==> src/rtl/ps2_key_event_ctrl.sv <==
// ps2_key_event_ctrl
// PS/2 keyboard receive path: input synchronizer, 11-bit frame receiver with
// start/parity/stop/timeout checking, scancode prefix decoder (E0 / F0) and a
// first-word-fall-through key event FIFO with a valid/ready handshake.
// Optional build macro: PS2_KEY_REPEAT_FILTER_EN drops typematic repeats of
// the most recent make code.
`timescale 1ns/1ps
module ps2_key_event_ctrl #(
    parameter int SYNC_STAGES = 2,
    parameter int TIMEOUT_CYC = 50000,
    parameter int FIFO_DEPTH  = 4
) (
    input  logic       i_clk,
    input  logic       i_rst,
    input  logic       i_ps2_clk,
    input  logic       i_ps2_data,
    output logic       o_evt_valid,
    input  logic       i_evt_ready,
    output logic [7:0] o_evt_code,
    output logic       o_evt_break,
    output logic       o_evt_ext,
    output logic       o_frame_err,
    output logic       o_overflow
);

    localparam int AW = (FIFO_DEPTH > 1) ? $clog2(FIFO_DEPTH) : 1;
    localparam int TW = $clog2(TIMEOUT_CYC + 1);
    localparam logic [TW-1:0] TMO_LAST  = TW'(TIMEOUT_CYC - 1);
    localparam logic [AW:0]   FIFO_FULL = (AW + 1)'(FIFO_DEPTH);

    typedef enum logic [1:0] {F_IDLE, F_DATA, F_PARITY, F_STOP} frame_state_t;
    typedef enum logic [1:0] {D_BASE, D_EXT, D_BRK, D_EXTBRK} dec_state_t;

    // Odd parity: data ones plus the parity bit must be odd.
    function automatic logic odd_parity_ok(input logic [7:0] data, input logic par);
        return ^{data, par};
    endfunction

    // ------------------------------------------------------------------
    // Synchronizer and falling-edge detect
    // ------------------------------------------------------------------
    logic [SYNC_STAGES-1:0] clk_sync_q;
    logic [SYNC_STAGES-1:0] data_sync_q;
    logic                   prev_clk_q;
    logic                   ps2_clk_s;
    logic                   ps2_bit_s;
    logic                   fall_s;

    assign ps2_clk_s = clk_sync_q[SYNC_STAGES-1];
    assign ps2_bit_s = data_sync_q[SYNC_STAGES-1];
    assign fall_s    = prev_clk_q & ~ps2_clk_s;

    // Shift the raw lines through the synchronizer; idle level is 1.
    always_ff @(posedge i_clk) begin
        if (i_rst) begin
            clk_sync_q  <= {SYNC_STAGES{1'b1}};
            data_sync_q <= {SYNC_STAGES{1'b1}};
            prev_clk_q  <= 1'b1;
        end else begin
            clk_sync_q  <= {clk_sync_q[SYNC_STAGES-2:0], i_ps2_clk};
            data_sync_q <= {data_sync_q[SYNC_STAGES-2:0], i_ps2_data};
            prev_clk_q  <= ps2_clk_s;
        end
    end

    // ------------------------------------------------------------------
    // Frame receiver
    // ------------------------------------------------------------------
    frame_state_t    frame_q, frame_d;
    logic [2:0]      bit_cnt_q, bit_cnt_d;
    logic [7:0]      shift_q, shift_d;
    logic            par_bit_q, par_bit_d;
    logic [TW-1:0]   tmo_q, tmo_d;
    logic            byte_valid_q, byte_valid_d;
    logic            frame_err_q;
    logic            err_s;

    // Frame next-state: bit sampling on falling edges, inter-edge timeout otherwise.
    always_comb begin
        frame_d      = frame_q;
        bit_cnt_d    = bit_cnt_q;
        shift_d      = shift_q;
        par_bit_d    = par_bit_q;
        tmo_d        = tmo_q;
        byte_valid_d = 1'b0;
        err_s        = 1'b0;
        if (fall_s) begin
            tmo_d = {TW{1'b0}};
            case (frame_q)
                F_IDLE: begin
                    if (!ps2_bit_s) begin
                        frame_d   = F_DATA;
                        bit_cnt_d = 3'd0;
                    end else begin
                        err_s = 1'b1;
                    end
                end
                F_DATA: begin
                    shift_d   = {ps2_bit_s, shift_q[7:1]};
                    bit_cnt_d = bit_cnt_q + 3'd1;
                    if (bit_cnt_q == 3'd7) begin
                        frame_d = F_PARITY;
                    end else begin
                        frame_d = F_DATA;
                    end
                end
                F_PARITY: begin
                    par_bit_d = ps2_bit_s;
                    frame_d   = F_STOP;
                end
                F_STOP: begin
                    if (ps2_bit_s && odd_parity_ok(shift_q, par_bit_q)) begin
                        byte_valid_d = 1'b1;
                    end else begin
                        err_s = 1'b1;
                    end
                    frame_d = F_IDLE;
                end
                default: begin
                    frame_d = F_IDLE;
                end
            endcase
        end else if (frame_q != F_IDLE) begin
            if (tmo_q == TMO_LAST) begin
                frame_d = F_IDLE;
                tmo_d   = {TW{1'b0}};
                err_s   = 1'b1;
            end else begin
                tmo_d = tmo_q + TW'(1'b1);
            end
        end else begin
            tmo_d = {TW{1'b0}};
        end
    end

    // Frame state, shift register, timeout counter and error pulse.
    always_ff @(posedge i_clk) begin
        if (i_rst) begin
            frame_q      <= F_IDLE;
            bit_cnt_q    <= 3'd0;
            shift_q      <= 8'h00;
            par_bit_q    <= 1'b0;
            tmo_q        <= {TW{1'b0}};
            byte_valid_q <= 1'b0;
            frame_err_q  <= 1'b0;
        end else begin
            frame_q      <= frame_d;
            bit_cnt_q    <= bit_cnt_d;
            shift_q      <= shift_d;
            par_bit_q    <= par_bit_d;
            tmo_q        <= tmo_d;
            byte_valid_q <= byte_valid_d;
            frame_err_q  <= err_s;
        end
    end

    // ------------------------------------------------------------------
    // Prefix decoder (shift_q still holds the received byte while
    // byte_valid_q is high, since the receiver is back in IDLE)
    // ------------------------------------------------------------------
    dec_state_t dec_q, dec_d;
    logic       evt_s;
    logic       evt_ext_s;
    logic       evt_brk_s;
    logic       is_e0_s;
    logic       is_f0_s;

    assign is_e0_s = (shift_q == 8'hE0);
    assign is_f0_s = (shift_q == 8'hF0);

    // Decode next-state and event generation; any frame error forces BASE.
    always_comb begin
        dec_d     = dec_q;
        evt_s     = 1'b0;
        evt_ext_s = 1'b0;
        evt_brk_s = 1'b0;
        if (err_s) begin
            dec_d = D_BASE;
        end else if (byte_valid_q) begin
            case (dec_q)
                D_BASE: begin
                    if (is_e0_s) begin
                        dec_d = D_EXT;
                    end else if (is_f0_s) begin
                        dec_d = D_BRK;
                    end else begin
                        evt_s = 1'b1;
                    end
                end
                D_EXT: begin
                    if (is_f0_s) begin
                        dec_d = D_EXTBRK;
                    end else if (is_e0_s) begin
                        dec_d = D_EXT;
                    end else begin
                        evt_s     = 1'b1;
                        evt_ext_s = 1'b1;
                        dec_d     = D_BASE;
                    end
                end
                D_BRK: begin
                    if (is_e0_s || is_f0_s) begin
                        dec_d = D_BASE;
                    end else begin
                        evt_s     = 1'b1;
                        evt_brk_s = 1'b1;
                        dec_d     = D_BASE;
                    end
                end
                D_EXTBRK: begin
                    if (is_e0_s || is_f0_s) begin
                        dec_d = D_BASE;
                    end else begin
                        evt_s     = 1'b1;
                        evt_ext_s = 1'b1;
                        evt_brk_s = 1'b1;
                        dec_d     = D_BASE;
                    end
                end
                default: begin
                    dec_d = D_BASE;
                end
            endcase
        end else begin
            dec_d = dec_q;
        end
    end

    // Decoder state register.
    always_ff @(posedge i_clk) begin
        if (i_rst) begin
            dec_q <= D_BASE;
        end else begin
            dec_q <= dec_d;
        end
    end

    // ------------------------------------------------------------------
    // Optional typematic repeat filter
    // ------------------------------------------------------------------
    logic push_s;

`ifdef PS2_KEY_REPEAT_FILTER_EN
    logic       last_vld_q, last_vld_d;
    logic [8:0] last_key_q, last_key_d;
    logic       last_match_s;

    assign last_match_s = last_vld_q && (last_key_q == {evt_ext_s, shift_q});

    // Drop repeated makes, clear on the matching break, track new makes.
    always_comb begin
        push_s     = evt_s;
        last_vld_d = last_vld_q;
        last_key_d = last_key_q;
        if (evt_s) begin
            if (!evt_brk_s) begin
                if (last_match_s) begin
                    push_s = 1'b0;
                end else begin
                    last_vld_d = 1'b1;
                    last_key_d = {evt_ext_s, shift_q};
                end
            end else if (last_match_s) begin
                last_vld_d = 1'b0;
            end else begin
                last_vld_d = last_vld_q;
            end
        end else begin
            push_s = 1'b0;
        end
    end

    // Last-make register.
    always_ff @(posedge i_clk) begin
        if (i_rst) begin
            last_vld_q <= 1'b0;
            last_key_q <= 9'h000;
        end else begin
            last_vld_q <= last_vld_d;
            last_key_q <= last_key_d;
        end
    end
`else
    // Every decoded event goes to the FIFO.
    always_comb begin
        push_s = evt_s;
    end
`endif

    // ------------------------------------------------------------------
    // Event FIFO (first-word-fall-through, registered head outputs)
    // ------------------------------------------------------------------
    logic [9:0]    mem_q [FIFO_DEPTH];
    logic [AW-1:0] wr_ptr_q, wr_ptr_d;
    logic [AW-1:0] rd_ptr_q, rd_ptr_d;
    logic [AW:0]   cnt_q, cnt_d;
    logic          valid_q, valid_d;
    logic [9:0]    head_q, head_d;
    logic          overflow_q;
    logic [9:0]    push_data_s;
    logic          pop_s;
    logic          full_s;
    logic          push_ok_s;
    logic          ovf_s;

    assign push_data_s = {evt_ext_s, evt_brk_s, shift_q};
    assign pop_s       = valid_q & i_evt_ready;
    assign full_s      = (cnt_q == FIFO_FULL);
    assign push_ok_s   = push_s & (~full_s | pop_s);
    assign ovf_s       = push_s & full_s & ~pop_s;

    // Pointer/count update and next head entry; a freshly written entry
    // becomes the head directly when the read pointer lands on it.
    always_comb begin
        wr_ptr_d = wr_ptr_q;
        rd_ptr_d = rd_ptr_q;
        cnt_d    = cnt_q;
        if (push_ok_s) begin
            wr_ptr_d = wr_ptr_q + AW'(1'b1);
        end else begin
            wr_ptr_d = wr_ptr_q;
        end
        if (pop_s) begin
            rd_ptr_d = rd_ptr_q + AW'(1'b1);
        end else begin
            rd_ptr_d = rd_ptr_q;
        end
        case ({push_ok_s, pop_s})
            2'b10:   cnt_d = cnt_q + (AW + 1)'(1'b1);
            2'b01:   cnt_d = cnt_q - (AW + 1)'(1'b1);
            default: cnt_d = cnt_q;
        endcase
        if (cnt_d == {(AW + 1){1'b0}}) begin
            valid_d = 1'b0;
            head_d  = 10'h000;
        end else if (push_ok_s && (rd_ptr_d == wr_ptr_q)) begin
            valid_d = 1'b1;
            head_d  = push_data_s;
        end else begin
            valid_d = 1'b1;
            head_d  = mem_q[rd_ptr_d];
        end
    end

    // FIFO control registers, head outputs and overflow pulse.
    always_ff @(posedge i_clk) begin
        if (i_rst) begin
            wr_ptr_q   <= {AW{1'b0}};
            rd_ptr_q   <= {AW{1'b0}};
            cnt_q      <= {(AW + 1){1'b0}};
            valid_q    <= 1'b0;
            head_q     <= 10'h000;
            overflow_q <= 1'b0;
        end else begin
            wr_ptr_q   <= wr_ptr_d;
            rd_ptr_q   <= rd_ptr_d;
            cnt_q      <= cnt_d;
            valid_q    <= valid_d;
            head_q     <= head_d;
            overflow_q <= ovf_s;
        end
    end

    // Storage write; contents are qualified by the count, so no reset.
    always_ff @(posedge i_clk) begin
        if (push_ok_s) begin
            mem_q[wr_ptr_q] <= push_data_s;
        end
    end

    assign o_evt_valid = valid_q;
    assign o_evt_ext   = head_q[9];
    assign o_evt_break = head_q[8];
    assign o_evt_code  = head_q[7:0];
    assign o_frame_err = frame_err_q;
    assign o_overflow  = overflow_q;

endmodule

==> config.mk <==
export PLATFORM = sky130hd
export DESIGN_NAME = ps2_key_event_ctrl
export DESIGN_NICKNAME = d
export VERILOG_FILES = /design/src/rtl/ps2_key_event_ctrl.sv
export SDC_FILE = /design/constraint.sdc
export NUM_CORES = 1
export LEC_CHECK = 0
export CORE_MARGIN = 4
export CORE_UTILIZATION = 50
export CTS_BUF_LIST = sky130_fd_sc_hd__clkbuf_8 sky130_fd_sc_hd__clkbuf_16
export DETAILED_ROUTE_END_ITERATION = 7
export GPL_ROUTABILITY_DRIVEN = 0
export PLACE_DENSITY = 0.66
export SLEW_MARGIN = 30
export SYNTH_ARGS = -nofsm -noshare
export SYNTH_HDL_FRONTEND = slang
export SYNTH_SLANG_ARGS = --single-unit
==> constraint.sdc <==
create_clock -name i_clk -period 5.4 [get_ports i_clk]
set_input_delay 0.54 -clock i_clk [delete_from_list [all_inputs] [get_ports i_clk]]
set_output_delay 0.54 -clock i_clk [all_outputs]
set_load 0.02 [all_outputs]
* Word level (Yosys, flattened, before mapping)
Memories as Yosys holds them, arrays and structs flattened. A register that Yosys moved wholly into a read port is not among the register bits.
Index checks and enable logic that the tools add are counted.
** Cells by class
- Add/sub/neg operators :: 6
- Equal/unequal tests :: 16
- Mux-type cells :: 39
- Bitwise gates (word level) :: 12
- Reduce and logical (&&, ||, !) cells :: 20
** Operators by type and width (number)
- 1-bit 2-to-1 mux :: 22
- 2-bit 2-to-1 mux :: 9
- 16-bit by 1-bit adder with 16-bit output, second input constant :: 1
- 16-bit equality test, second input constant :: 1
- 8-bit equality test, second input constant :: 2
- 3-bit case mux with 2 select lines :: 2
- 2-bit equality test, second input constant :: 5
- 9-bit XOR reduction :: 1
- 2-bit case mux with 4 select lines :: 1
- 2-bit nonzero test :: 4
- 3-bit by 1-bit adder with 3-bit output, second input constant :: 2
- 2-bit by 1-bit equality test with 1-bit output, second input constant :: 3
- 3-bit equality test, second input constant :: 2
- 3-bit inequality test, second input constant :: 2
- 1-bit NOT :: 6
- 2-bit case mux with 3 select lines :: 1
- 2-bit AND reduction :: 3
- 3-bit AND reduction :: 2
- 2-bit OR reduction :: 3
- 1-bit AND :: 5
- 2-bit by 1-bit adder with 2-bit output, second input constant :: 2
- 2-bit logical NOT :: 2
- 1-bit case mux with 2 select lines :: 2
- 4-bit OR reduction :: 1
- other kinds (9) :: 9
** Word-level totals
- Bits in registers :: 48
- RAM bits :: 40
- Bits of input ports :: 5
- Output and inout port bits :: 13
- Logic and storage cells :: 110
- Memories :: 1
** Memories
- mem_q :: depth 4, bits a word 10, rd ports 1, clocked after Yosys merged registers in 1, wr ports 1, RTL line 293 : logic [9:0] mem_q [FIFO_DEPTH];

* Longest topological paths before layout
Gate-level depths: netlist of the first run.
- Depth in word-level cells :: 11
- Mapped depth :: 14

* Worst setup path before layout of the first run
OpenSTA, ideal clock, no wires.
- Path kind :: flip-flop to flip-flop
- From :: register frame_q[0]
- To :: register head_q[0], read port of mem_q
- Setup time :: 0.132 ns
- Arrival time :: 2.803 ns
- Required time :: 5.268 ns
- Slack :: 2.465 ns
- Stages on the path, launching flop included :: 15
- Period minus slack after synthesis :: 2.935 ns
- Cells stage by stage :: dfxtp_1 > inv_1 > ha_1 > mux2i_1 > nor3_1 > a21oi_1 > nand2_1 > nor2_1 > nor2_1 > fa_1 > xor2_1 > nand3b_1 > mux2i_1 > buf_2 > nor3_1
** Between the ends
- Cells in the longest elaborated chain, start to end :: 9
** Ends and longest elaborated chain
- from (decl) :: RTL line 69 : frame_state_t frame_q, frame_d;
- from (signal assigned) :: RTL line 147 : frame_q <= frame_d;
- 2-bit equality test (tied with other cells) :: RTL line 89 : case (frame_q)
- 1-bit case mux with 2 select lines or 1-bit 2-to-1 mux (tied branches) :: RTL line 89, 123
- 1-bit 2-to-1 mux (*) :: RTL line 87 : if (fall_s) begin
- 1-bit 2-to-1 mux (*) :: RTL line 177 : if (err_s) begin
- 1-bit AND (*) :: RTL line 309 : assign push_ok_s = push_s & (~full_s | pop_s);
- 2-bit by 1-bit equality test with 1-bit output or 2-bit equality test (tied branches) :: RTL line 328 : case ({push_ok_s, pop_s})
- 3-bit case mux with 2 select lines (*) :: RTL line 328
- 3-bit logical NOT (*) :: RTL line 333 : if (cnt_d == {(AW + 1){1'b0}}) begin
- 2-bit OR reduction (no source line) (*)
- to (decl) :: RTL line 298 : logic [9:0] head_q, head_d;
Every way passes the cells marked *; elsewhere a longest branch is shown, timed or not.
A chain may end at the register's enable or synchronous reset.

* Worst setup path after layout of the first run
- From :: register frame_q[0]
- To :: register head_q[1], read port of mem_q
The elaborated chain is that of the path after synthesis.

==> flow_summary_export.csv, run 1 <==
group,metric,value,unit
status,status,"complete, no violations",
clock_network,root_buffer,"sky130_fd_sc_hd__clkbuf_8",
detailed_routing,detail_route.wl_per_cell,15.67,um
sta,maxClockFrequency,277.9,MHz
sta,clock_skew,10.65,ps
detailed_routing,final_routed_wirelength,7.868,mm
critical_path,worst_ep_arrival_time,3810,ps
die,floorplan.die_area,10110,um^2
critical_path,worst-setup-path-type,"flop to flop",
yosys,synth-edff-count,40,
detailed_routing,drc_markers,0,
yosys,synthSimpleGateAreaFrac,0.1800,
sta,worst_pin_slew,808.3,ps
grt,grt_overflow,0,
die,fp.dieW,100.5,um
hold_path,min_path_type,"flop to flop",
clock_network,cts_inserted_buffers,9,
clock_network,cts_setup_buffers,0,
die,pin_count,18,
cells_and_area,utilization,0.5761,
cells_and_area,drive_gt1_frac,0.09320,
place,dpl_cell_area,4553,um^2
place,io_buffers,17,
critical_path,critical_path.startpoint_type,"flop",
cells_and_area,final_design_area_no_fill,4757,um^2
pwr,leakage_dissipation,1.721,nW
die,core_region_area,8258,um^2
clock_network,cts.clk_slew.worst_paths,90,ps
critical_path,critical_path.max_fanout,11,
critical_path,critical-path-max-stage-delay,560,ps
pwr,p_int,995.5,uW
yosys,synth-async-reset-ratio,0,
yosys,synth_xor_area_frac,0.05172,
critical_path,critPathBufInv,1,
clock_network,numClockSinks,98,
yosys,yosys_most_used_dff,"sky130_fd_sc_hd__dfxtp_1",
pwr,ir_worst_vdd,0.1213,mV
yosys,yosysUniqueCellTypes,51,
yosys,postSynthRegisterBits,98,
clock_network,htree_levels,3,
yosys,sequential_to_total_area_share_from_yosys_stat,0.5517,
grt,via_count_of_the_first_global_routing_pass,2593,
yosys,postSynthAreaPerCell,11.42,um^2
sta,finalHoldViolations,0,
pwr,power.switching,249.6,uW
clock_network,post_cts.resized_instances,0,
clock_network,holdBufCountCts,0,
sta,finalSetupViolations,0,
cells_and_area,filler_cell_count,724,
clock_network,worst_skew_pair.late_latency,350,ps
sta,slew_headroom,0.4595,
sta,fin_hold_ws,415.0,ps
detailed_routing,dr.first_iter.drc_count,140,
run,timing.max_cap.violations,0,
pwr,power.combinational.fraction,0.013,
cells_and_area,areaGrowthSynthToFinish,11.10,%
sta,timing.setup.tns,0,ps
sta,final.min_clock_period,3598,ps
detailed_routing,route.vias.total,2725,
yosys,syn_inst,375,
pwr,p_per_area,261.7,nW/um^2
critical_path,worstPathRequired,5610,ps
critical_path,timing.critical_path.cells,"inv_1, ha_1, mux2i_1, nor3_1, a21oi_1, nand2_1, nor2_1, nor2_1, fa_1, xor2_1, nand3b_1, mux2i_2, nor3_1",
pwr,power.share.sequential,0.615,
grt,antenna_found_initial,0,
die,floorplan.die.height,100.5,um
yosys,synth-adder-area-share,0.03974,
clock_network,cts_tree,"yes",
grt,maximum_number_of_pins_on_one_net_before_global_route_repair,35,
pwr,clock_power_share,0.372,
yosys,fraction_of_the_mapped_netlist_area_in_compound_gates,0.05494,
place,post-dp-hpwl,5.234,mm
clock_network,maximum_number_of_buffers_from_clock_root_to_sink,2,
yosys,yosys-mux-area-fraction,0.1002,
critical_path,critical_path.slowest_cell,"sky130_fd_sc_hd__mux2i_2",
pwr,power_switching_share,0.2005,
sta,final_period_util,0.6663,
yosys,syn-num-nets,393,
detailed_routing,drt_pass1_iterations,4,
critical_path,cp-end-kind,"flop",
sta,maxSlewViolCount,0,
sta,rsz0062_at_grt,"no",
detailed_routing,detail-route-antenna-nets,0,
yosys,synth-warning-count,0,
grt,grt.total_usage,0.1658,
cells_and_area,final_nets,410,
detailed_routing,detail_route.vias_per_cell,5.428,
yosys,combinational_family_with_the_most_area_after_synthesis,"simple AND/OR/NAND/NOR gates",
grt,grt_first_pass_wirelength,12.83,mm
die,starting_density_of_the_core,0.5185,
critical_path,path_delay_family,"simple AND/OR/NAND/NOR gates",
yosys,cell_area_after_technology_mapping,4282,um^2
die,rows,33,
cells_and_area,antenna-diode-count,0,
==> worst register-to-register path, cell delays in order, from the launching register on <==
cell and delay (ps):
sky130_fd_sc_hd__dfxtp_1 400, sky130_fd_sc_hd__inv_1 130, sky130_fd_sc_hd__ha_1 270, sky130_fd_sc_hd__mux2i_1 140
sky130_fd_sc_hd__nor3_1 60, sky130_fd_sc_hd__a21oi_1 500, sky130_fd_sc_hd__nand2_1 190, sky130_fd_sc_hd__nor2_1 200
sky130_fd_sc_hd__nor2_1 80, sky130_fd_sc_hd__fa_1 430, sky130_fd_sc_hd__xor2_1 200, sky130_fd_sc_hd__nand3b_1 180
sky130_fd_sc_hd__mux2i_2 560, sky130_fd_sc_hd__nor3_1 140
==> cell usage in the layout (no fill, tap or decap), drive strengths merged, types with 3 or more instances in the layout <==
cell type and count:
dfxtp 58, nand4 6, nand3 16, nor3 15, xor2 11, mux4 10, and2 8, clkbuf 10
mux2i 18, inv 13, nor2b 3, o21ai 8, nand2 25, or3 5, ha 12, nand2b 5
edfxtp 40, buf 3, a21oi 19, nor2 44, or2 8, clkdlybuf4s50 17, xnor2 9
==> layer usage <==
metal	share of wire	global-route usage
met5	0	0
met4	0.022	0.08083
met3	0.021	0.02699
met2	0.48	0.2650
met1	0.48	0.2203
==> stage by stage <==
step / instances / total power [mW] / setup WS (ps)
2_1_floorplan: 375 / 0.7922 / 2465
3_3_place_gp: 486 / 0.7989 / 1845
3_5_place_dp: 486 / 0.7992 / 1620
4_1_cts: 502 / 1.260 / 1543
5_1_grt: 502 / 1.292 / 1490
6_report: 502 / 1.245 / 1802
==> path summary, 6_finish.rpt <==
path | cells past startpoint | endpoint | slack, ps | startpoint
hold / removal | 1 | clk_sync_q[1] | 420 | clk_sync_q[0]
setup reg to reg | 13 | head_q[1] | 1800 | frame_q[0]
hold reg to reg | 1 | clk_sync_q[1] | 420 | clk_sync_q[0]
setup / recovery | 13 | head_q[1] | 1800 | frame_q[0]
==> cell families (layout without fill, tap and decap cells) <==
group           count (synthesis)  after routing
simple gates                  149            149
flops                          98             98
compound gates                 40             40
mux                            29             29
buf+inv                        24             46
xor+xnor                       22             22
fa+ha+maj                      13             13
==> Yosys cell counts, types with 3 or more instances <==
| master | instances | area share |
|---|---|---|
| sky130_fd_sc_hd__a21oi_1 | 19 | 0.022 |
| sky130_fd_sc_hd__and2_1 | 8 | 0.012 |
| sky130_fd_sc_hd__clkbuf_1 | 11 | 0.0096 |
| sky130_fd_sc_hd__dfxtp_1 | 58 | 0.27 |
| sky130_fd_sc_hd__edfxtp_1 | 40 | 0.28 |
| sky130_fd_sc_hd__ha_1 | 12 | 0.035 |
| sky130_fd_sc_hd__inv_1 | 10 | 0.0088 |
| sky130_fd_sc_hd__mux2i_1 | 17 | 0.040 |
| sky130_fd_sc_hd__mux4_2 | 10 | 0.053 |
| sky130_fd_sc_hd__nand2_1 | 25 | 0.022 |
| sky130_fd_sc_hd__nand2b_1 | 5 | 0.0073 |
| sky130_fd_sc_hd__nand3_1 | 16 | 0.019 |
| sky130_fd_sc_hd__nand4_1 | 5 | 0.0073 |
| sky130_fd_sc_hd__nor2_1 | 44 | 0.039 |
| sky130_fd_sc_hd__nor2b_1 | 3 | 0.0044 |
| sky130_fd_sc_hd__nor3_1 | 15 | 0.018 |
| sky130_fd_sc_hd__o21ai_0 | 8 | 0.0094 |
| sky130_fd_sc_hd__or2_2 | 6 | 0.0088 |
| sky130_fd_sc_hd__or3_1 | 5 | 0.0073 |
| sky130_fd_sc_hd__xnor2_1 | 9 | 0.018 |
| sky130_fd_sc_hd__xor2_1 | 11 | 0.023 |
==> power groups by stage <==
stage	registers, mW	logic, mW	clock network (mW)
after floorplan	0.783	0.00917	0
after global placement	0.783	0.0158	0
after detailed placement	0.783	0.0160	0
after CTS	0.766	0.0160	0.478
after global routing	0.766	0.0177	0.508
final	0.766	0.0160	0.463
==> layout make-up <==
cell class / instances / area [um^2] / share of cell area
clock buffer: 10 / 137.6 / 0.02893
multi-input combinational: 253 / 1838 / 0.3864
tap: 105 / 131.4 / 0.02762
timing repair buffer: 20 / 192.7 / 0.04051
sequential: 98 / 2362 / 0.4966
inverter: 10 / 37.54 / 0.007891
clock inverter: 6 / 57.56 / 0.01210
==> flip-flops by register name, summed over array words and instances (netlist names), 3 cells and up <==
name,cells
mem_q,40
tmo_q,16
head_q,10
shift_q,8
bit_cnt_q,3
cnt_q,3
(Power assumes the default switching activity.)
==> run 2: changes to the inputs <==
- clock period: 5.4 -> 3.36 ns (I/O delays scaled with it)
==> flow_summary_export.csv, run 2 (synthesized netlist as in run 1, its figures left out) <==
group,metric,value,unit
critical_path,worst-setup-path-type,"flop to flop",
cells_and_area,utilization,0.5864,
die,starting_density_of_the_core,0.5185,
clock_network,cts.clk_slew.worst_paths,100,ps
critical_path,timing.critical_path.cells,"xor2_1, xnor3_1, mux2i_4, nand2_1, nor2_1, nor2_1, fa_1, xor2_1, nand3b_1, mux2i_1, buf_4, nor3_1",
detailed_routing,drt_pass1_iterations,4,
cells_and_area,instances_no_fill,517,
cells_and_area,final_nets,425,
place,io_buffers,17,
detailed_routing,final_routed_wirelength,8.093,mm
critical_path,critical_path.max_fanout,11,
pwr,ir_worst_vdd,0.3754,mV
die,core_region_area,8258,um^2
sta,rsz0062_at_grt,"no",
pwr,p_per_area,401.0,nW/um^2
clock_network,numClockSinks,98,
grt,grt.total_usage,0.1724,
die,rows,33,
grt,grt_overflow,0,
place,pre_cts_ws,160.9,ps
grt,maximum_number_of_pins_on_one_net_before_global_route_repair,35,
critical_path,critical_path.startpoint_type,"flop",
clock_network,htree_levels,3,
sta,finalHoldViolations,0,
sta,fin_hold_ws,427.5,ps
cells_and_area,final_common_cell,"sky130_fd_sc_hd__dfxtp_1",
critical_path,worst_ep_arrival_time,3250,ps
critical_path,critPathBufInv,1,
sta,maxSlewViolCount,0,
detailed_routing,route.vias.total,2814,
detailed_routing,detail_route.wl_per_cell,15.65,um
critical_path,critical-path-max-stage-delay,490,ps
die,fp.dieW,100.5,um
place,post-dp-hpwl,5.403,mm
hold_path,hold_start,"clk_sync_q[0]",
grt,grt_first_pass_wirelength,13.59,mm
sta,timing.setup.tns,0,ps
detailed_routing,dr.first_iter.drc_count,176,
sta,maxClockFrequency,328.7,MHz
critical_path,worstPathRequired,3570,ps
hold_path,hold-path-endpoint,"clk_sync_q[1]",
die,floorplan.die.height,100.5,um
status,status,"complete, no violations",
sta,final.min_clock_period,3042,ps
critical_path,path_delay_family,"XOR/XNOR gates",
place,dp.cells,499,
die,pin_count,18,
place,dpl_cell_area,4648,um^2
hold_path,whs_path_depth,1,
pwr,fin_total_pwr,1.942,mW
critical_path,regToRegSetupSlack,320,ps
sta,slew_headroom,0.6301,
clock_network,worst_skew_pair.late_latency,360,ps
critical_path,critical_path.slowest_cell,"sky130_fd_sc_hd__xnor3_1",
sta,worst_pin_slew,553.2,ps
grt,via_count_of_the_first_global_routing_pass,2706,
cells_and_area,largest_register_ffs,40,
clock_network,holdBufCountCts,0,
run,timing.max_cap.violations,0,
sta,final_period_util,0.9055,
pwr,leakage_dissipation,1.787,nW
critical_path,rr_startpoint,"shift_q[2]",
cells_and_area,areaGrowthSynthToFinish,13.09,%
cells_and_area,registers.top_by_ff_count,"mem_q",
cells_and_area,most-common-layout-cells,"sky130_fd_sc_hd__dfxtp_1, sky130_fd_sc_hd__nor2_1, sky130_fd_sc_hd__edfxtp_1",
clock_network,maximum_number_of_buffers_from_clock_root_to_sink,2,
sta,clock_skew,18.43,ps
clock_network,cts_tree,"yes",
cells_and_area,final_design_area_no_fill,4842,um^2
clock_network,root_buffer,"sky130_fd_sc_hd__clkbuf_8",
clock_network,cts_inserted_buffers,9,
critical_path,cp-end-kind,"flop",
cells_and_area,biggestRegsByFlops,"mem_q x40, tmo_q x16, head_q x10",
detailed_routing,detail-route-antenna-nets,0,
grt,antenna_found_initial,0,
sta,finalSetupViolations,0,
detailed_routing,drc_markers,0,
critical_path,worst_r2r_endpoint,"head_q[7]",
hold_path,min_path_type,"flop to flop",
die,floorplan.die_area,10110,um^2
sta,timing.final.ws_setup,317.6,ps
critical_path,depth_of_the_worst_register_to_register_path,12,
detailed_routing,detail_route.vias_per_cell,5.443,
cells_and_area,filler_cell_count,709,
cells_and_area,antenna-diode-count,0,
cells_and_area,drive_gt1_frac,0.1311,
## run 2: cell count changes in the layout (fill, tap and decap cells not counted), sizes merged
| cell | before | now |
|---|---|---|
| buf | 3 | 18 |
| clkbuf | 10 | 9 |
| bufinv | 1 | 0 |
| clkinvlp | 1 | 2 |
| clkinv | 1 | 3 |
| inv | 13 | 12 |
## run 2: area by class of cell
class                      count  area (um^2)  area share
clock buffer                   9        123.9     0.02558
inverter                      10        37.54    0.007752
timing repair buffer          35        305.3     0.06305
tap                          105        131.4     0.02713
sequential                    98         2365      0.4884
multi-input combinational    253         1827      0.3773
clock inverter                 7        52.55     0.01085
## run 2: worst register-to-register path, stage by stage, from the launching register on
cell	delay, ps
sky130_fd_sc_hd__dfxtp_2	420
sky130_fd_sc_hd__xor2_1	180
sky130_fd_sc_hd__xnor3_1	490
sky130_fd_sc_hd__mux2i_4	240
sky130_fd_sc_hd__nand2_1	110
sky130_fd_sc_hd__nor2_1	180
sky130_fd_sc_hd__nor2_1	80
sky130_fd_sc_hd__fa_1	430
sky130_fd_sc_hd__xor2_1	190
sky130_fd_sc_hd__nand3b_1	160
sky130_fd_sc_hd__mux2i_1	130
sky130_fd_sc_hd__buf_4	210
sky130_fd_sc_hd__nor3_1	80
## run 2: worst max path at each step
stage                from   endpoint  slack (ps)  depth (start not counted)
2_1_floorplan  frame_q[0]  head_q[0]         430                         14
3_3_place_gp   shift_q[1]  head_q[0]         280                         12
3_5_place_dp   shift_q[2]  head_q[5]         160                         12
4_1_cts        shift_q[2]  head_q[7]         110                         12
5_1_grt        shift_q[2]  head_q[7]         100                         12
6_report       shift_q[2]  head_q[7]         320                         12
## run 2: routing by layer
| layer | GRT usage | share of wire |
|---|---|---|
| met1 | 0.2334 | 0.47 |
| met2 | 0.2813 | 0.48 |
| met3 | 0.03599 | 0.035 |
| met4 | 0.04974 | 0.011 |
| met5 | 0 | 0 |
## run 2: repair_timing
item | 4_1_cts | 5_1_grt
setup endpoints to repair | 0 | 11
buffers inserted | 0 | 2
resized for setup | 0 | 2
## run 2: where the power goes
part | switching [mW] | internal (mW)
combinational | 0.0151 | 0.0116
sequential | 0.00161 | 1.23
clock | 0.410 | 0.274
total | 0.426 | 1.52
